[config.mk]
export PLATFORM = sky130hd
export DESIGN_NAME = debug_dump_sequencer_flat
export DESIGN_NICKNAME = d
export VERILOG_FILES = /design/src/rtl/debug_dump_sequencer_if.sv /design/src/rtl/debug_dump_sequencer.sv /design/src/flat_wrapper.sv
export SDC_FILE = /design/constraint.sdc
export NUM_CORES = 1
export LEC_CHECK = 0
export BUFFER_PORTS_ARGS = -buffer_cell sky130_fd_sc_hd__buf_2
export CAP_MARGIN = 10
export CORE_MARGIN = 4
export CORE_UTILIZATION = 30
export CTS_CLUSTER_SIZE = 8
export DETAILED_ROUTE_END_ITERATION = 6
export PLACE_DENSITY = 0.49
export SLEW_MARGIN = 30
export SYNTH_ARGS = -nofsm -noshare
export SYNTH_HDL_FRONTEND = slang
export SYNTH_SLANG_ARGS = --single-unit
export TNS_END_PERCENT = 30
[constraint.sdc]
create_clock -name clk -period 2.6 [get_ports clk]
set_input_delay 0.52 -clock clk [delete_from_list [all_inputs] [get_ports clk]]
set_output_delay 0.52 -clock clk [all_outputs]
set_load 0.02 [all_outputs]
[src/rtl/debug_dump_sequencer_if.sv]
// debug_dump_sequencer_if: dump request, word fetch and UART byte handshake
interface debug_dump_sequencer_if #(parameter int ADDR_BITS = 6) ();
  logic                 dump_req;
  logic [31:0]          word_data;
  logic [ADDR_BITS-1:0] word_addr;
  logic                 tx_done_tick;
  logic                 tx_start;
  logic [7:0]           tx_data;
  logic                 busy;
  logic                 dump_done;
  modport master (output dump_req, word_data, tx_done_tick, input word_addr, tx_start, tx_data, busy, dump_done);
  modport slave (input dump_req, word_data, tx_done_tick, output word_addr, tx_start, tx_data, busy, dump_done);
endinterface

[src/rtl/debug_dump_sequencer.sv]
// debug_dump_sequencer: streams a framed, XOR-checksummed dump of debug words to a byte UART
module debug_dump_sequencer #(
  parameter int         NUM_WORDS = 40,
  parameter int         ADDR_BITS = 6,
  parameter logic [7:0] SYNC_BYTE = 8'hA5
) (
  input logic                   clk,
  input logic                   rst,
  debug_dump_sequencer_if.slave bus
);
  typedef enum logic [2:0] {IDLE, HDR, LOAD, SEND, WAIT, CSUM, DONE} state_t;
  typedef enum logic [1:0] {PH_HDR, PH_DATA, PH_CSUM} phase_t;
  localparam logic [ADDR_BITS-1:0] LAST = ADDR_BITS'(NUM_WORDS - 1);
  state_t               state_q, state_d;
  phase_t               phase_q, phase_d;
  logic [1:0]           byte_q, byte_d;
  logic [ADDR_BITS-1:0] word_addr_q, word_addr_d;
  logic [31:0]          shift_q, shift_d;
  logic [7:0]           csum_q, csum_d, tx_data_q, tx_data_d;
  logic                 tx_start_q, tx_start_d, busy_q, busy_d, dump_done_q, dump_done_d;
  // next state; outputs are precomputed from the next state so they are valid in the state itself
  always_comb begin
    state_d     = state_q;
    phase_d     = phase_q;
    byte_d      = byte_q;
    word_addr_d = word_addr_q;
    shift_d     = shift_q;
    csum_d      = csum_q;
    busy_d      = busy_q;
    case (state_q)
      IDLE: if (bus.dump_req) begin
        state_d     = HDR;
        phase_d     = PH_HDR;
        busy_d      = 1'b1;
        word_addr_d = '0;
        byte_d      = '0;
        csum_d      = '0;
      end
      HDR:  state_d = WAIT;
      LOAD: begin
        shift_d = bus.word_data;
        state_d = SEND;
      end
      SEND: begin
        csum_d  = csum_q ^ shift_q[31:24];
        phase_d = PH_DATA;
        state_d = WAIT;
      end
      WAIT: if (bus.tx_done_tick) begin
        if (phase_q == PH_HDR) state_d = LOAD;
        else if (phase_q == PH_CSUM) begin
          state_d = DONE;
          busy_d  = 1'b0;
        end else if (byte_q != 2'd3) begin
          shift_d = shift_q << 8;
          byte_d  = byte_q + 2'd1;
          state_d = SEND;
        end else if (word_addr_q != LAST) begin
          word_addr_d = word_addr_q + 1'b1;
          byte_d      = '0;
          state_d     = LOAD;
        end else begin
          phase_d = PH_CSUM;
          state_d = CSUM;
        end
      end
      CSUM: state_d = WAIT;
      DONE: state_d = IDLE;
      default: state_d = IDLE;
    endcase
    tx_start_d  = state_d inside {HDR, SEND, CSUM};
    dump_done_d = state_d == DONE;
    tx_data_d   = (state_d == HDR) ? SYNC_BYTE : (state_d == SEND) ? shift_d[31:24] : (state_d == CSUM) ? csum_d : tx_data_q;
  end
  // state and registered outputs; reset aborts any frame in progress
  always_ff @(posedge clk or posedge rst) begin
    if (rst) begin
      state_q     <= IDLE;
      phase_q     <= PH_HDR;
      byte_q      <= '0;
      word_addr_q <= '0;
      shift_q     <= '0;
      csum_q      <= '0;
      tx_data_q   <= '0;
      tx_start_q  <= 1'b0;
      busy_q      <= 1'b0;
      dump_done_q <= 1'b0;
    end else begin
      state_q     <= state_d;
      phase_q     <= phase_d;
      byte_q      <= byte_d;
      word_addr_q <= word_addr_d;
      shift_q     <= shift_d;
      csum_q      <= csum_d;
      tx_data_q   <= tx_data_d;
      tx_start_q  <= tx_start_d;
      busy_q      <= busy_d;
      dump_done_q <= dump_done_d;
    end
  end
  assign bus.word_addr = word_addr_q;
  assign bus.tx_start  = tx_start_q;
  assign bus.tx_data   = tx_data_q;
  assign bus.busy      = busy_q;
  assign bus.dump_done = dump_done_q;
endmodule
[src/flat_wrapper.sv]
// flat-port wrapper written by rule: the top's interface ports become plain ports
module debug_dump_sequencer_flat 
#(
  parameter int         NUM_WORDS = 40,
  parameter int         ADDR_BITS = 6,
  parameter logic [7:0] SYNC_BYTE = 8'hA5
)
  (clk, rst, bus_dump_req, bus_word_data, bus_tx_done_tick, bus_word_addr, bus_tx_start, bus_tx_data, bus_busy, bus_dump_done);
  debug_dump_sequencer_if #(.ADDR_BITS(ADDR_BITS)) bus_i ();
  input logic clk;
  input logic rst;
  input wire logic [$bits(bus_i.dump_req)-1:0] bus_dump_req;
  input wire logic [$bits(bus_i.word_data)-1:0] bus_word_data;
  input wire logic [$bits(bus_i.tx_done_tick)-1:0] bus_tx_done_tick;
  output wire logic [$bits(bus_i.word_addr)-1:0] bus_word_addr;
  output wire logic [$bits(bus_i.tx_start)-1:0] bus_tx_start;
  output wire logic [$bits(bus_i.tx_data)-1:0] bus_tx_data;
  output wire logic [$bits(bus_i.busy)-1:0] bus_busy;
  output wire logic [$bits(bus_i.dump_done)-1:0] bus_dump_done;
  assign bus_i.dump_req = bus_dump_req;
  assign bus_i.word_data = bus_word_data;
  assign bus_i.tx_done_tick = bus_tx_done_tick;
  assign bus_word_addr = bus_i.word_addr;
  assign bus_tx_start = bus_i.tx_start;
  assign bus_tx_data = bus_i.tx_data;
  assign bus_busy = bus_i.busy;
  assign bus_dump_done = bus_i.dump_done;
  debug_dump_sequencer #(.NUM_WORDS(NUM_WORDS), .ADDR_BITS(ADDR_BITS), .SYNC_BYTE(SYNC_BYTE)) u_core (.clk(clk), .rst(rst), .bus(bus_i));
endmodule
==> qor.yml, run 1 <==
routing:
  drt_iter0_drc: 101
  antenna_left: 0
  drc_errors: 0
  drt_wl_total_um: 7430
  routedWlPerCell_um: 14.6
  first_pass_iters: 5
  num_vias: 2501
  viasPerCell: 4.90
clock_tree:
  cts.clk_slew.worst_paths_ns: 0.07
  cts_hold_buf: 0
  clock-sinks: 64
  clk_latency_ns: 0.34
  cts_resized: 0
  cts_max_level: 3
  cts_root_buffer: "clkbuf_8"
  clk_path_buf_depth: 2
  postCtsSetupBuffers: 0
  cts_tree: "done"
  cts_made_buffers: 9
placed_design:
  placed_cells: 495
  dp.final_hpwl_um: 5270
  portBuffers: 52
  gp_congestion: 0.768
synthesis:
  synthArstFlopShare: 1.00
  yosys_warnings: 0
  syn_area_um2: 3010
  synth_nets: 358
  yosysUniqueCellTypes: 44
  synth_edf_count: 0
  syn_area_per_cell_um2: 9.41
  synth_top_flop_cell: "dfrtp_1"
  synth_seq_cells: 64
  synth-seq-area-share: 0.532
  synthCells: 320
global_routing:
  grt_pass1_wl_um: 12600
  grt_pass1_vias: 2474
  grt_usage: 0.138
  antenna_found_initial: 0
  grt_max_degree: 48
  gr-total-overflow: 0
run_status:
  status: "finished, final reports clean"
sta:
  tightest_slew_ns: 0.672
  period_needed_ns: 2.11
  grt_setup_unrepaired: "false"
  holdWs_ns: 0.172
  period_share: 0.811
  hold_violations: 0
  setup_viol: 0
  clock_skew_ns: 0.0114
  slew_violations: 0
  max_freq_mhz: 475
  setup_tns_ns: 0
  max_slew_margin: 0.548
layout:
  drive_above_1_share: 0.220
  nets: 411
  area_delta_synth_final_pct: 19.5
  n_antenna_cell: 0
  final_common_cell: "nand2_1"
  instances_no_fill: 510
  final_cell_mix: "nand2_1 (84), dfrtp_1 (64), buf_2 (52), a22oi_1 (27), a21oi_1 (22)"
power:
  pwr_density_cell_nw_per_um2: 1030
  combPwrFrac: 0.356
  switching_power_mw: 1.47
  switching_share: 0.398
  ir_worst_vdd_mv: 0.370
  p_seq_frac: 0.446
  leakagePower_nw: 1.71
  clkPwrFrac: 0.198
  p_int_mw: 2.23
die:
  design.die.area_um2: 11700
  initial_core_util: 0.308
  core_region_area_um2: 9770
  num_rows: 36
  die_h_um: 108
  fp.dieW_um: 108
  ioPinCount: 53
critical_path:
  crit_family: "flip-flops"
  crit_chain: "and2b_1, nor2b_2, buf_4, a22oi_1, a21oi_1"
  reg2reg_slack_ns: 0.49
  crit_type: "register to register"
  critPathMaxFanout: 26
  start_kind: "register"
  critPathCaptureType: "register"
  slowest_stage: "dfrtp_1"
  path_buf_inv: 1
  max_stage_delay_ns: 0.75
  cp.required_ns: 2.86
  crit_arrival_ns: 2.37
hold_path:
  hold_path.class: "primary input to asynchronous set/reset pin"
run:
  cap_violations: 0
-- cells in the mapped netlist, drive strengths merged (2+ instances only) --
master,instances,share of area
or3,2,0.0042
nor2b,4,0.0083
ha,2,0.0083
dfrtp,64,0.53
o211ai,3,0.0075
nand2,84,0.10
nor3,3,0.0087
a31oi,3,0.011
inv,8,0.010
nand3,6,0.010
nor4,2,0.0042
buf,13,0.021
nand4,4,0.012
o41ai,2,0.012
o21ai,23,0.038
a22oi,27,0.067
clkbuf,6,0.0079
a21o,2,0.0050
nor2,13,0.016
or2,2,0.0042
nand2b,4,0.0083
a21oi,22,0.037
a311oi,8,0.023
-- worst paths after layout --
kind	start	end	cells after the start
setup / recovery	u_core.state_q[1]$_DFF_PP0_	u_core.bus.tx_data[6]$_DFFE_PP0P_	5
hold / removal	rst	u_core.bus.busy$_DFFE_PP0P_	2
setup reg to reg	u_core.state_q[1]$_DFF_PP0_	u_core.bus.tx_data[6]$_DFFE_PP0P_	5
hold reg to reg	u_core.shift_q[15]$_DFFE_PP0P_	u_core.shift_q[15]$_DFFE_PP0P_	2
max in group asynchronous	rst	u_core.state_q[1]$_DFF_PP0_	3
min in group clk	bus_word_data[5]	u_core.shift_q[5]$_DFFE_PP0P_	3
-- metrics by stage --
stage / cell area (um2) / setup slack (ns) / util / power (mW)
finish: 3600 / 0.493 / 0.368 / 3.70
global route: 3600 / 0.283 / 0.368 / 4.06
CTS: 3600 / 0.487 / 0.368 / 3.76
detailed placement: 3430 / 0.508 / 0.351 / 3.01
global placement: 3430 / 0.528 / 0.351 / 2.99
floorplan: 3010 / 0.482 / - / 2.60
-- kinds of logic (layout without fill, tap and decap cells) --
| logic type | count (synthesis) | count (layout) | share of synthesized area |
|---|---|---|---|
| adders and majority gates | 2 | 2 | 0.00831 |
| AOI/OAI and AO/OA | 95 | 95 | 0.216 |
| and+or+nand+nor | 131 | 131 | 0.202 |
| buffers and inverters | 27 | 84 | 0.0387 |
| DFF | 64 | 64 | 0.532 |
| muxes | 1 | 1 | 0.00333 |
-- layout make-up --
class	count	area (um2)
Clock buffer	12	145
Clock inverter	3	18.8
Fill cell	1051	6180
Inverter	8	30.0
Multi-Input combinational cell	229	1290
Sequential cell	64	1600
Tap cell	133	166
Timing Repair Buffer	61	340
-- registers in the layout, indices dropped and copies added, names as in the netlist --
signal	flops
u_core.phase_q	2
u_core.bus.busy	1
u_core.bus.tx_data	8
u_core.csum_q	8
u_core.byte_q	2
u_core.bus.dump_done	1
u_core.bus.tx_start	1
u_core.bus.word_addr	6
u_core.shift_q	32
u_core.state_q	3
-- per-layer routing --
layer  track usage  vias up  wire length, um
met5             0        -                0
met4        0.0478        0               80
met3        0.0376        8              373
met2         0.206       55             3430
met1         0.192     1191             3550
li1              -     1247                -
-- power by group through the flow --
stage          clock, mW  combinational, mW  sequential, mW
2_1_floorplan          0              0.987            1.61
3_3_place_gp           0               1.32            1.67
3_5_place_dp           0               1.33            1.68
4_1_cts            0.760               1.34            1.66
5_1_grt            0.814               1.52            1.72
6_report           0.732               1.32            1.65
No activity file was read; power rests on OpenSTA's default activity.
==> inputs of run 2 (changes only) <==
--- a/config.mk
+++ b/config.mk
@@ -11,7 +11,7 @@
 export CORE_UTILIZATION = 30
 export CTS_CLUSTER_SIZE = 8
 export DETAILED_ROUTE_END_ITERATION = 6
-export PLACE_DENSITY = 0.49
+export PLACE_DENSITY = 0.51
 export SLEW_MARGIN = 30
 export SYNTH_ARGS = -nofsm -noshare
 export SYNTH_HDL_FRONTEND = slang
==> constraint.sdc (replaced) <==
create_clock -name clk -period 1.9 [get_ports clk]
set_input_delay 0.38 -clock clk [delete_from_list [all_inputs] [get_ports clk]]
set_output_delay 0.38 -clock clk [all_outputs]
set_load 0.02 [all_outputs]
==> qor.yml, run 2 (synthesis gave the netlist of run 1 again) <==
layout:
  nets: 432  # was 411
  final_common_cell: "nand2_1"  # unchanged
  drive_above_1_share: 0.273  # was 0.220
  fill_cells: 1032  # was 1051
  multi_input_area_um2: 1310  # was 1290 um2
  final_cell_mix: "nand2_1 (84), dfrtp_1 (63), buf_2 (52), buf_4 (29), a22oi_1 (27)"  # was nand2_1 (84), dfrtp_1 (64), buf_2 (52), a22oi_1 (27), a21oi_1 (22)
  instances_no_fill: 532  # was 510
  area_delta_synth_final_pct: 25.9  # was 19.5%
  seq_area_um2: 1600  # about the same
  n_antenna_cell: 0  # unchanged
  regMostFlops: "u_core.shift_q"  # unchanged
  largest_reg_flops: 32  # unchanged
  final_core_util: 0.388  # was 0.368
  finish.instance_area_um2: 3790  # was 3600 um2
global_routing:
  grt_max_degree: 65  # was 48
  gr-total-overflow: 0  # unchanged
  grt_pass1_wl_um: 12700  # was 12600 um
  grt_pass1_vias: 2579  # was 2474
  grt_usage: 0.139  # was 0.138
  antenna_found_initial: 0  # unchanged
critical_path:
  crit_family: "simple AND/OR/NAND/NOR gates"  # was flip-flops
  crit_type: "register to register"  # unchanged
  slowest_stage: "or4_1"  # was dfrtp_1
  start_kind: "register"  # unchanged
  max_stage_delay_ns: 0.52  # was 0.75 ns
  cp.required_ns: 2.18  # was 2.86 ns
  path_buf_inv: 0  # was 1
  crit_arrival_ns: 2.12  # was 2.37 ns
  critPathMaxFanout: 4  # was 26
  crit_chain: "ha_2, nand4_2, a31oi_4, nand4_4, or4_1, nand3_1"  # was and2b_1, nor2b_2, buf_4, a22oi_1, a21oi_1
  critPathCaptureType: "register"  # unchanged
placed_design:
  dp.final_hpwl_um: 5430  # was 5270 um
  portBuffers: 52  # unchanged
  gp_congestion: 0.762  # was 0.768
  placed_cells: 516  # was 495
  dpl_cell_area_um2: 3590  # was 3430 um2
  post-place-ws_ns: 0.0321  # was 0.508 ns
die:
  num_rows: 36  # unchanged
  fp.dieW_um: 108  # unchanged
  design.die.area_um2: 11700  # unchanged
  core_region_area_um2: 9770  # unchanged
  die_h_um: 108  # unchanged
  initial_core_util: 0.308  # unchanged
  ioPinCount: 53  # unchanged
power:
  switching_power_mw: 2.12  # was 1.47 mW
  p_int_mw: 3.20  # was 2.23 mW
  ir_worst_vdd_mv: 0.428  # was 0.370 mV
  power_mw: 5.32  # was 3.70 mW
  switching_share: 0.398  # about the same
  clkPwrFrac: 0.199  # was 0.198
  leakagePower_nw: 1.81  # was 1.71 nW
  combPwrFrac: 0.388  # was 0.356
  pwr_density_cell_nw_per_um2: 1400  # was 1030 nW/um2
  p_seq_frac: 0.413  # was 0.446
sta:
  period_needed_ns: 1.84  # was 2.11 ns
  max_slew_margin: 0.747  # was 0.548
  max_freq_mhz: 544  # was 475 MHz
  holdWs_ns: 0.116  # was 0.172 ns
  fin_ws_ns: 0.0629  # was 0.493 ns
  tightest_slew_ns: 0.376  # was 0.672 ns
  grt_setup_unrepaired: "true"  # was false
  clock_skew_ns: 0.00611  # was 0.0114 ns
  slew_violations: 0  # unchanged
  setup_tns_ns: 0  # unchanged
  setup_viol: 0  # unchanged
  hold_violations: 0  # unchanged
  period_share: 0.967  # was 0.811
routing:
  routedWlPerCell_um: 14.4  # was 14.6 um
  drt_wl_total_um: 7680  # was 7430 um
  drt_iter0_drc: 123  # was 101
  first_pass_iters: 4  # was 5
  antenna_left: 0  # unchanged
  viasPerCell: 4.83  # was 4.90
  num_vias: 2572  # was 2501
  drc_errors: 0  # unchanged
clock_tree:
  clk_path_buf_depth: 2  # unchanged
  clk_latency_ns: 0.34  # about the same
  cts_root_buffer: "clkbuf_8"  # unchanged
  cts_hold_buf: 0  # unchanged
  cts.clk_slew.worst_paths_ns: 0.07  # about the same
  clock-sinks: 64  # unchanged
  cts_max_level: 3  # unchanged
  cts_made_buffers: 9  # unchanged
  cts_tree: "done"  # unchanged
hold_path:
  hold_path.class: "primary input to asynchronous set/reset pin"  # unchanged
run_status:
  status: "finished, final reports clean"  # unchanged
run:
  cap_violations: 0  # unchanged
==> run 2: worst register-to-register path, cell delays in order, from the launching register on <==
cell and delay [ns]:
dfrtp_1 0.38, ha_2 0.26, nand4_2 0.16, a31oi_4 0.23
nand4_4 0.13, or4_1 0.52, nand3_1 0.09
==> run 2: worst paths after layout <==
| check | start | endpoint | slack, ns | cells past startpoint |
|---|---|---|---|---|
| setup / recovery | u_core.byte_q[0]$_DFFE_PP0P_ | u_core.bus.word_addr[5]$_DFFE_PP0P_ | 0.06 | 6 |
| hold / removal | rst | u_core.bus.dump_done$_DFF_PP0_ | 0.12 | 3 |
| setup reg to reg | u_core.byte_q[0]$_DFFE_PP0P_ | u_core.bus.word_addr[5]$_DFFE_PP0P_ | 0.06 | 6 |
| hold reg to reg | u_core.shift_q[18]$_DFFE_PP0P_ | u_core.shift_q[18]$_DFFE_PP0P_ | 0.48 | 2 |
| max in group asynchronous | rst | u_core.state_q[2]$_DFF_PP0_ | 1.49 | 3 |
| min in group clk | bus_word_data[1] | u_core.shift_q[1]$_DFFE_PP0P_ | 0.23 | 3 |
==> run 2: timing repair <==
| item | CTS | global route |
|---|---|---|
| resized for setup | 0 | 5 |
| endpoints found under the hold margin | 0 | 0 |
| buffers inserted | 0 | 0 |
| endpoints found under the setup margin | 0 | 8 |
==> run 2: power groups by stage <==
stage	combinational [mW]	clock (mW)	sequential (mW)
floorplan	1.35	0	2.21
global placement	2.04	0	2.21
detailed placement	2.06	0	2.22
CTS	2.07	1.10	2.20
global route	2.35	1.15	2.27
finish	2.07	1.06	2.20
==> run 2: area by class of cell <==
| class | instances | area share |
|---|---|---|
| Multi-Input combinational cell | 229 | 0.347 |
| Timing Repair Buffer | 82 | 0.131 |
| Inverter | 8 | 0.00892 |
| Tap cell | 133 | 0.0439 |
| Clock inverter | 5 | 0.00859 |
| Sequential cell | 64 | 0.423 |
| Clock buffer | 11 | 0.0373 |
==> run 2: layer usage <==
metal / part of all wire / vias to the layer above / GRT usage
met5: 0 / - / 0
met4: 0.012 / 0 / 0.0613
met3: 0.036 / 8 / 0.0269
met2: 0.44 / 60 / 0.206
met1: 0.51 / 1211 / 0.197
li1: - / 1293 / -
==> inputs of run 3 (changes only) <==
--- a/config.mk
+++ b/config.mk
@@ -6,12 +6,12 @@
 export NUM_CORES = 1
 export LEC_CHECK = 0
 export BUFFER_PORTS_ARGS = -buffer_cell sky130_fd_sc_hd__buf_2
-export CAP_MARGIN = 10
+export CAP_MARGIN = 5
 export CORE_MARGIN = 4
 export CORE_UTILIZATION = 30
 export CTS_CLUSTER_SIZE = 8
 export DETAILED_ROUTE_END_ITERATION = 6
-export PLACE_DENSITY = 0.51
+export PLACE_DENSITY = 0.55
 export SLEW_MARGIN = 30
 export SYNTH_ARGS = -nofsm -noshare
 export SYNTH_HDL_FRONTEND = slang
==> qor.yml, run 3 (synthesis gave the netlist of run 1 again) <==
die:
  ioPinCount: 53  # unchanged
  initial_core_util: 0.308  # unchanged
  fp.dieW_um: 108  # unchanged
  num_rows: 36  # unchanged
  core_region_area_um2: 9770  # unchanged
  design.die.area_um2: 11700  # unchanged
  die_h_um: 108  # unchanged
layout:
  final_core_util: 0.394  # was 0.388
  fill_cells: 1034  # was 1032
  final_common_cell: "nand2_1"  # unchanged
  nets: 438  # was 432
  regMostFlops: "u_core.shift_q"  # unchanged
  instances_no_fill: 538  # was 532
  multi_input_area_um2: 1310  # about the same
  seq_area_um2: 1600  # unchanged
  final_cell_mix: "nand2_1 (84), dfrtp_1 (63), buf_2 (52), buf_4 (35), a22oi_1 (27)"  # was nand2_1 (84), dfrtp_1 (63), buf_2 (52), buf_4 (29), a22oi_1 (27)
  n_antenna_cell: 0  # unchanged
  area_delta_synth_final_pct: 28.0  # was 25.9%
  largest_reg_flops: 32  # unchanged
  drive_above_1_share: 0.286  # was 0.273
routing:
  first_pass_iters: 5  # was 4
  met2_length_um: 3500  # was 3410 um
  met3_length_um: 585  # was 277 um
  wl_met1_um: 3510  # was 3900 um
  viasPerCell: 4.91  # was 4.83
  drt_iter0_drc: 151  # was 123
  drc_errors: 0  # unchanged
  num_vias: 2640  # was 2572
  antenna_left: 0  # unchanged
  routedWlPerCell_um: 14.4  # about the same
  drt_wl_total_um: 7730  # was 7680 um
  highest_layer: "met4"  # unchanged
critical_path:
  crit_path_end: "u_core.bus.word_addr[5]$_DFFE_PP0P_"  # unchanged
  start_kind: "register"  # unchanged
  critPathCaptureType: "register"  # unchanged
  critPathMaxFanout: 3  # was 4
  reg2reg_slack_ns: 0.12  # was 0.06 ns
  r2r-start: "u_core.bus.word_addr[0]$_DFFE_PP0P_"  # was u_core.byte_q[0]$_DFFE_PP0P_
  cp.required_ns: 2.18  # about the same
  crit_arrival_ns: 2.06  # was 2.12 ns
  critPathLaunch: "u_core.bus.word_addr[0]$_DFFE_PP0P_"  # was u_core.byte_q[0]$_DFFE_PP0P_
  worstRegToRegCells: 6  # unchanged
  crit_type: "register to register"  # unchanged
  r2r_end: "u_core.bus.word_addr[5]$_DFFE_PP0P_"  # unchanged
clock_tree:
  clk_latency_ns: 0.34  # about the same
  clk_path_buf_depth: 2  # unchanged
  cts_max_level: 3  # unchanged
  cts_hold_buf: 0  # unchanged
  clock-sinks: 64  # unchanged
  cts_made_buffers: 9  # unchanged
  cts_tree: "done"  # unchanged
  postCtsSetupBuffers: 0  # unchanged
  cts_root_buffer: "clkbuf_8"  # unchanged
  cts_resized: 0  # unchanged
  cts.clk_slew.worst_paths_ns: 0.07  # about the same
placed_design:
  portBuffers: 52  # unchanged
  placed_cells: 522  # was 516
  gp_congestion: 0.800  # was 0.762
  post-place-ws_ns: 0.0849  # was 0.0321 ns
  dp.final_hpwl_um: 5670  # was 5430 um
power:
  ir_worst_vdd_mv: 0.501  # was 0.428 mV
  pwr_density_cell_nw_per_um2: 1410  # was 1400 nW/um2
  leakagePower_nw: 1.85  # was 1.81 nW
sta:
  period_share: 0.937  # was 0.967
  max_slew_margin: 0.611  # was 0.747
  max_freq_mhz: 562  # was 544 MHz
  hold_violations: 0  # unchanged
  setup_viol: 0  # unchanged
  grt_setup_unrepaired: "false"  # was true
  period_needed_ns: 1.78  # was 1.84 ns
  tightest_slew_ns: 0.582  # was 0.376 ns
  fin_ws_ns: 0.119  # was 0.0629 ns
  slew_violations: 0  # unchanged
  clock_skew_ns: 0.00822  # was 0.00611 ns
run_status:
  status: "finished, final reports clean"  # unchanged
global_routing:
  grt_max_degree: 30  # was 65
  grt_usage: 0.141  # was 0.139
  grt_pass1_wl_um: 13000  # was 12700 um
  antenna_found_initial: 0  # unchanged
  grt_pass1_vias: 2703  # was 2579
  gr-total-overflow: 0  # unchanged
hold_path:
  hold_path.class: "primary input to asynchronous set/reset pin"  # unchanged
run:
  cap_violations: 0  # unchanged
[run 3: changes by cell type in the layout (fill, tap and decap cells not counted), sizes merged]
| cell | delta |
|---|---|
| bufinv | +1 |
| clkinv | +1 |
| buf | +6 |
| clkinvlp | -2 |
[run 3: per-stage QoR]
| step | instance area (um2) | setup TNS [ns] | hold WS (ns) | power [mW] |
|---|---|---|---|---|
| 6_report | 3850 | 0 | 0.0976 | 5.43 |
| 5_1_grt | 3850 | 0 | 0.130 | 5.89 |
| 4_1_cts | 3840 | 0 | 0.108 | 5.49 |
| 3_5_place_dp | 3640 | 0 | 0.463 | 4.30 |
| 3_3_place_gp | 3640 | 0 | 0.459 | 4.24 |
| 2_1_floorplan | 3010 | -0.0613 | 0.447 | 3.56 |
[run 3: critical path, stage by stage, from the launching register on]
cell     delay [ns]
dfrtp_1        0.38
ha_1           0.22
and2_1         0.21
a31oi_4        0.19
nand4_2        0.12
or4_1          0.51
nand3_1        0.10
[run 3: worst min path at each step]
stage	startpoint	end	slack (ns)	cells past startpoint
after detailed placement	u_core.shift_q[19]$_DFFE_PP0P_	u_core.shift_q[19]$_DFFE_PP0P_	0.46	2
after global routing	rst	u_core.shift_q[10]$_DFFE_PP0P_	0.13	2
after global placement	u_core.shift_q[18]$_DFFE_PP0P_	u_core.shift_q[18]$_DFFE_PP0P_	0.46	2
final	rst	u_core.shift_q[14]$_DFFE_PP0P_	0.1	2
after floorplan	u_core.shift_q[10]$_DFFE_PP0P_	u_core.shift_q[10]$_DFFE_PP0P_	0.45	2
after CTS	rst	u_core.shift_q[8]$_DFFE_PP0P_	0.11	2
[run 3: cell type report]
class | count | area share
repair buffers | 88 | 0.141
flip-flops and latches | 64 | 0.416
clock buffers | 11 | 0.0367
well taps | 133 | 0.0432
inverters | 8 | 0.00877
multi-input cells | 229 | 0.340
clock inverters | 5 | 0.0146
[run 3: layer usage]
layer	vias to the layer above	track usage
met4	0	0.0577
met3	11	0.0448
li1	1298	-
met5	-	0
met2	76	0.214
met1	1255	0.188
[run 3: power breakdown]
group          switching, mW  internal, mW  total, mW
clock network          0.533         0.639       1.17
registers              0.336          1.85       2.18
logic                   1.22         0.848       2.07
